--- src/rtl/instr_register_pkg.sv ---
// Shared types for the instruction register and its write scheduler.
//   opcode_t  : instruction opcode
//   operand_t : signed 32-bit operand
//   address_t : entry index into the 32-entry register
package instr_register_pkg;
  localparam int INSTR_DEPTH = 32;
  localparam int MAX_REQ     = 4;

  typedef enum logic [3:0] {
    ZERO, PASSA, PASSB, ADD, SUB, MULT, DIV, MOD
  } opcode_t;

  typedef logic signed [31:0]                 operand_t;
  typedef logic [$clog2(INSTR_DEPTH)-1:0]     address_t;
endpackage

--- src/rtl/instr_rr_arb.sv ---
// Combinational arbiter for the instruction register write port.
//   req        : eligible requesters
//   last_grant : index of the previous winner (round-robin pointer)
//   gnt        : one-hot winner, zero when nothing is requested
//   gnt_id     : index of the winner, zero when nothing is requested
// Build option: INSTR_SCHED_FIXED_PRIO_EN selects fixed priority (lowest
// index wins) instead of round-robin.
module instr_rr_arb
  import instr_register_pkg::*;
#(
  parameter int NUM_REQ = 2
) (
  input  logic [NUM_REQ-1:0] req,
  input  logic [1:0]         last_grant,
  output logic [NUM_REQ-1:0] gnt,
  output logic [1:0]         gnt_id
);

`ifdef INSTR_SCHED_FIXED_PRIO_EN
  logic unused_last_grant;
  assign unused_last_grant = ^last_grant;

  // Descending scan so the lowest requesting index is written last.
  always_comb begin
    gnt    = '0;
    gnt_id = '0;
    for (int i = NUM_REQ - 1; i >= 0; i--) begin
      if (req[i]) begin
        gnt    = NUM_REQ'(1) << i;
        gnt_id = 2'(i);
      end
    end
  end
`else
  // Search order is last_grant+1, last_grant+2, ... (mod NUM_REQ). Scanning
  // that order backwards lets the nearest candidate overwrite the others.
  always_comb begin
    int idx;
    gnt    = '0;
    gnt_id = '0;
    idx    = 0;
    for (int k = NUM_REQ; k >= 1; k--) begin
      idx = int'(last_grant) + k;
      if (idx >= NUM_REQ) idx = idx - NUM_REQ;
      if (req[idx]) begin
        gnt    = NUM_REQ'(1) << idx;
        gnt_id = 2'(idx);
      end
    end
  end
`endif

endmodule

--- src/rtl/instr_reg_sched.sv ---
// Write scheduler and occupancy controller for the 32-entry instr_register.
// Treats the register as a circular queue: requesters are arbitrated onto
// the single write port (zero latency: grant, load_en and address share a
// cycle) and read_pointer walks forward as the consumer pops.
// Ports:
//   clk, reset_n                       : clock, async active-low reset
//   req_valid/req_ready                : per-requester handshake (ready one-hot)
//   req_opcode/req_operand_a/_b        : per-requester instruction fields
//   load_en, write_pointer             : register write strobe and address
//   opcode, operand_a, operand_b       : winner's fields, zero without a grant
//   pop, read_pointer                  : consumer pop and oldest entry address
//   count, full, empty                 : occupancy 0..32 and its decodes
//   grant_id                           : winner index, zero without a grant
// Build option: INSTR_SCHED_FIXED_PRIO_EN (see instr_rr_arb).
module instr_reg_sched
  import instr_register_pkg::*;
#(
  parameter int NUM_REQ = 2
) (
  input  logic                       clk,
  input  logic                       reset_n,
  input  logic [NUM_REQ-1:0]         req_valid,
  input  opcode_t  [NUM_REQ-1:0]     req_opcode,
  input  operand_t [NUM_REQ-1:0]     req_operand_a,
  input  operand_t [NUM_REQ-1:0]     req_operand_b,
  output logic [NUM_REQ-1:0]         req_ready,
  output logic                       load_en,
  output address_t                   write_pointer,
  output opcode_t                    opcode,
  output operand_t                   operand_a,
  output operand_t                   operand_b,
  input  logic                       pop,
  output address_t                   read_pointer,
  output logic [5:0]                 count,
  output logic                       full,
  output logic                       empty,
  output logic [1:0]                 grant_id
);

  localparam int         DEPTH    = INSTR_DEPTH;
  localparam logic [1:0] LAST_RST = 2'(NUM_REQ - 1);

  address_t            wr_ptr, rd_ptr;
  logic [1:0]          last_grant;
  logic [NUM_REQ-1:0]  elig, gnt;
  logic [1:0]          gnt_id;
  logic                pop_ok;

  assign full  = (count == 6'(DEPTH));
  assign empty = (count == 6'd0);

  // No look-ahead to a same-cycle pop: a full queue accepts nothing.
  // Gating with reset_n keeps every strobe quiet while reset is held.
  assign elig = req_valid & {NUM_REQ{~full & reset_n}};

  instr_rr_arb #(.NUM_REQ(NUM_REQ)) u_arb (
    .req        (elig),
    .last_grant (last_grant),
    .gnt        (gnt),
    .gnt_id     (gnt_id)
  );

  assign req_ready     = gnt;
  assign load_en       = |(req_ready & req_valid);
  assign grant_id      = gnt_id;
  assign write_pointer = wr_ptr;
  assign read_pointer  = rd_ptr;
  assign pop_ok        = pop & ~empty & reset_n;

  always_comb begin
    opcode    = ZERO;
    operand_a = '0;
    operand_b = '0;
    for (int i = 0; i < NUM_REQ; i++) begin
      if (req_ready[i]) begin
        opcode    = req_opcode[i];
        operand_a = req_operand_a[i];
        operand_b = req_operand_b[i];
      end
    end
  end

  // Pointers wrap naturally at 5 bits; count tells full from empty.
  always_ff @(posedge clk or negedge reset_n) begin
    if (!reset_n) begin
      wr_ptr     <= '0;
      rd_ptr     <= '0;
      count      <= '0;
      last_grant <= LAST_RST;
    end else begin
      if (load_en) begin
        wr_ptr     <= wr_ptr + 1'b1;
        last_grant <= gnt_id;
      end
      if (pop_ok) rd_ptr <= rd_ptr + 1'b1;
      case ({load_en, pop_ok})
        2'b10:   count <= count + 6'd1;
        2'b01:   count <= count - 6'd1;
        default: ;
      endcase
    end
  end

endmodule

--- config.mk ---
export PLATFORM = sky130hd
export DESIGN_NAME = instr_reg_sched
export DESIGN_NICKNAME = d
export VERILOG_FILES = /design/src/rtl/instr_register_pkg.sv /design/src/rtl/instr_rr_arb.sv /design/src/rtl/instr_reg_sched.sv
export SDC_FILE = /design/constraint.sdc
export NUM_CORES = 1
export LEC_CHECK = 0
export BUFFER_PORTS_ARGS = -buffer_cell sky130_fd_sc_hd__buf_4
export CAP_MARGIN = 10
export CORE_AREA = 2 2 91 93
export DETAILED_ROUTE_END_ITERATION = 8
export DIE_AREA = 0 0 93 95
export GPL_ROUTABILITY_DRIVEN = 0
export HOLD_SLACK_MARGIN = 0.03
export SLEW_MARGIN = 20
export SYNTH_ARGS = -nofsm -noshare
export SYNTH_HDL_FRONTEND = slang
export SYNTH_SLANG_ARGS = --single-unit
--- constraint.sdc ---
create_clock -name clk -period 6.25 [get_ports clk]
set_clock_uncertainty 0.15 [all_clocks]
set_input_delay 1.25 -clock clk [delete_from_list [all_inputs] [get_ports clk]]
set_output_delay 1.25 -clock clk [all_outputs]
set_load 0.1 [all_outputs]
* Yosys cells after proc, flatten, opt, wreduce, memory -nomap -nowiden *
Cells that the tools add are included.

word-level totals
  ROM bits = 0
  flip-flop bits (word level) = 18
  input port bits = 141
  latch bits = 0
  output and inout port bits = 91
  RAM bits = 0
  memories kept = 0

cells by class
  bitwise operators = 7
  $lt $le $gt $ge = 4
  shift-type cells = 2
  eq/ne operators = 3
  multipliers = 0
  reductions and logical operators = 3
  add/sub/neg operators = 8
  muxes and demuxes = 19
  div/mod/pow operators = 0

operators with widths
  operator                 count
  $mux W32                 6
  $ge A32 B3 Y1 const B    2
  $lt A32 B3 Y1 const B    2
  $shl A1 B32 Y2 const A   2
  $sub A32 B3 Y32 const B  2
  $pmux W6 S2              1
  $add A5 B1 Y5 const B    2
  $mux W2                  4
  $mux W4                  2
  $add A6 B1 Y6 const B    1
  $eq A6 B6 Y1 const B     1
  $logic_not A6 Y1         1
  $mux W1                  6
  $sub A6 B1 Y6 const B    1
  $and A2 B2 Y2            2
  $add A2 B1 Y3 const B    1
  $add A2 B2 Y3 const B    1
  $and A1 B1 Y1            3
  $eq A2 B1 Y1 const B     1
  $eq A2 B2 Y1 const B     1
  $not A1 Y1               2
  $reduce_bool A2 Y1       1
  $reduce_or A2 Y1         1

* Logic depth before layout (Yosys ltp) *
  depth in word-level cells = 13
  gate-level depth with buffers = 10
  mapped depth without buffers = 10

* Modules after synthesis *
A second synthesis with hierarchy kept.

unflattened totals
  cell total of the unflattened synthesis = 183
  area, all modules = 1,704.1 µm²

modules (own cells, without submodules)
  module           area each (µm²)  cells each  times used  seq. area each (µm²)
  instr_reg_sched  1,649.1          176         1           451.7
  instr_rr_arb     55.1             7           1           0.0

* Least setup slack after synthesis *
Ideal clock, no wire load.

  kind = register -> output
  start point = register count[0]
  end point = output opcode[0]
  stages on the path, launching flop included = 7
  setup slack = 1.148 ns
  arrival time = 3.702 ns
  cells stage by stage = dfrtp_1 or4_4 o31a_4 and3_1 clkbuf_1 clkbuf_1 a22o_1

RTL lines
  item                                         line                   source
  start: declaration                           instr_reg_sched.sv:34  output logic [5:0] count,
  start signal: assignment                     instr_reg_sched.sv:97  2'b10: count <= count + 6'd1;
  start signal: assignment                     instr_reg_sched.sv:98  2'b01: count <= count - 6'd1;
  $eq A6 B6 Y1 *                               instr_reg_sched.sv:49  assign full = (count == 6'(DEPTH));
  $not A1 Y1 *                                 instr_reg_sched.sv:54  assign elig = req_valid & {NUM_REQ{~full & reset_n}};
  $and A1 B1 Y1 *                              instr_reg_sched.sv:54
  $and A2 B2 Y2 *                              instr_reg_sched.sv:54
  $mux W1 (not written as such) (3 in series)  instr_rr_arb.sv:45     if (req[idx]) begin
  $mux W2                                      instr_rr_arb.sv:45
  $mux W2 *                                    instr_rr_arb.sv:45
  named net req_ready[1]                       instr_reg_sched.sv:26  output logic [NUM_REQ-1:0] req_ready,
  $mux W4 *                                    instr_reg_sched.sv:75  if (req_ready[i]) begin
  end: declaration                             instr_reg_sched.sv:29  output opcode_t opcode,

The timed path passes the listed nets; every way through them passes the cells marked *. The select of a mux whose other input is x is not followed.

* Final worst setup path *
  start point = input reset_n
  end point = output operand_a[5]

on the way
  longest elaborated chain between the ends = 9

ends and longest elaborated chain
  item                                         line                   source
  start: declaration                           instr_reg_sched.sv:21  input logic reset_n,
  $and A1 B1 Y1 *                              instr_reg_sched.sv:54
  $and A2 B2 Y2 *                              instr_reg_sched.sv:54
  $mux W1 (not written as such) (3 in series)  instr_rr_arb.sv:45
  $mux W2                                      instr_rr_arb.sv:45
  $mux W2 *                                    instr_rr_arb.sv:45
  $mux W32                                     instr_reg_sched.sv:75
  $mux W32 *                                   instr_reg_sched.sv:75
  end: declaration                             instr_reg_sched.sv:30  output operand_t operand_a,

Mark *: on every way between the ends. The rest lies on a longest branch, timed or not. The select of a mux whose other input is x is not followed.

==> flow_summary.toml <==
[placement]
io_buffers = 231
hpwlAfterDp_mm = 6.920
placed_area_um2 = 3525

[synthesis]
avgSynthCellArea_um2 = 9.512
yosys_warnings = 0
ys_seq_area_share_pct = 26.24
yosysTopAreaCell = "a22o_1"
ys_types = 38
yosys.area.top_type_share_pct = 34.59
synth.net_count = 330
syn-cell-area_um2 = 1722
synth_edf_count = 0
synth_top_cells_by_area = "a22o_1, dfrtp_1, ha_1, xnor2_1, clkbuf_1"
synthArstFlopShare_pct = 100.0
syn_inst = 181
synth-main-ff-cell = "dfrtp_1"
ys_ff_latch = 18

[clocking]
clock_latency_ps = 250
clkTransAtPathRegs_ps = 70
htreeDepth = 1
cts_tree = "yes"
cts_hold_buf = 0
cts-buffers-inserted = 3
cts_setup_buffers = 0
clockRootBuffer = "clkbuf_8"
clk_path_buf_depth = 2
cts_resized = 0
clock-sinks = 18

[floorplan]
die-area_um2 = 8835
io_pins = 232
die_w_um = 93
initial_core_util_pct = 21.72
row_count = 33
die_height_um = 95
core_area_um2 = 7928

[timing]
rsz0062_at_grt = "false"
maxSlewViolCount = 0
setup_viol = 0
timing.fmax_mhz = 209.5
finalSetupTns_ps = 0
tightest_slew_ps = 710.1
post-route-period-util_pct = 76.36
max-slew-margin-rel_pct = 52.66
hold_violations = 0
fin_crit_ps = 4772

[setup_path]
crit_family = "buffers and inverters"
criticalPathCategory = "in -> out"
worst_path_largest_cell_delay_ps = 540
cp_num_buf_inv = 3
startpoint = "reset_n"
cp_slowest_cell = "buf_4"
crit_required_ps = 4850
critPathLaunchType = "primary input"
cp.arrival_ps = 3370
crit_chain = "buf_4 -> o31a_4 -> and4b_2 -> buf_4 -> a22o_1 -> buf_4"
crit_top_cell = "buf_4"
path_max_fanout = 55
end_kind = "output pin"
r2r-start = "count[0]"

[routing]
dr_total_vias = 2421
vias_per_cell = 4.775
postRouteAntennaNets = 0
wl_mm = 8.328
avgRoutedWirePerCell_um = 16.43
drc_errors = 0
dr.pass1.iters = 4
drt_iter0_drc = 68

[worst_hold_path]
hold_path_class = "reg -> reg"
hp-start = "read_pointer[4]"

[power_and_ir_drop]
powerDensity_nw_per_um2 = 462.1
vdd_ir_drop_max_mv = 0.3853
power_leakage_nw = 1.914

[grt]
antenna_found_initial = 0
overflow = 0
grt_max_degree = 56
grt_pass1_wl_mm = 11.58
grt_pass1_vias = 2069
grtUsageTotal_pct = 16.53

[finish]
nets = 552
final_cell_mix = "buf_4, a22o_1, dfrtp_1"
layout-drive-gt1-share_pct = 61.94
syn_to_final_growth_pct = 107.9
diodes = 0
final_common_cell = "buf_4"
design_area_um2 = 3580

[run]
cap_violations = 0

[status]
outcome = "finished, final reports clean"
## cell usage after synthesis (3+ instances only)
cell type / n
buf_6: 3
o21ai_0: 8
clkbuf_1: 13
mux2_2: 3
nand2_1: 6
xnor2_1: 9
nand3_1: 3
inv_1: 7
a22o_1: 68
ha_1: 7
and3_1: 4
dfrtp_1: 17
## report_power, final
group	internal (mW)	switching, mW	total (mW)
clock	0.0558	0.0365	0.0923
sequential	0.173	0.0642	0.237
combinational	0.324	1.00	1.32
## final timing paths
kind                                     to  slack [ps]  cells after the start
max in group asynchronous     last_grant[0]        4970                      1
min reg2reg                 read_pointer[4]         330                      1
max                            operand_a[5]        1480                      6
max reg2reg                        count[5]        2710                      9
min in group asynchronous  write_pointer[1]         710                      1
min                         read_pointer[4]         330                      1
## area by class of cell
cell class,instances,area (um2)
Multi-Input combinational cell,139,1159
Timing Repair Buffer,234,1757
Clock buffer,4,55.05
Fill cell,805,4348
Inverter,7,26.28
Tap cell,105,131.4
Sequential cell,18,451.7
## worst reg2reg max path: stages, from the launching register on
cell      delay, ps
dfrtp_1         450
or4_4           570
o31a_4          330
nand2_1         200
ha_1            360
ha_1            300
a211oi_1        350
nor4_1          100
or3b_2          470
xnor2_1         140
## kinds of logic after synthesis
kind of cell               share of synthesized area (%)
DFF                                                26.24
AOI/OAI and AO/OA                                  42.37
and+or+nand+nor                                    10.39
xor gates and xnor gates                           5.596
muxes                                              2.543
adders and majority gates                          6.250
buffers and inverters                              6.613
## metrics by stage
stage | setup slack (ps) | utilization [%] | power, mW | cells | hold slack, ps
after detailed placement | 1450 | 44.46 | 1.568 | 503 | 320.0
after floorplan | 1148 | - | 1.265 | 181 | 348.7
after CTS | 1448 | 45.15 | 1.666 | 507 | 329.4
after global placement | 1468 | 44.46 | 1.560 | 503 | 313.9
after global routing | 1311 | 45.15 | 1.724 | 507 | 341.1
final | 1478 | 45.15 | 1.654 | 507 | 325.2
## sequential cells by signal, indices dropped and copies added, names as in the netlist
| name | flops |
|---|---|
| write_pointer | 5 |
| last_grant | 2 |
| count | 6 |
| read_pointer | 5 |
## per-layer routing
metal | global-route usage, % | vias to the layer above | share of wire, %
met5 | 0 | - | 0
met4 | 2.696 | 0 | 1.1
met1 | 22.35 | 1146 | 41
met3 | 3.272 | 8 | 8.1
met2 | 27.84 | 100 | 50
li1 | - | 1167 | -
(Power assumes the default switching activity.)
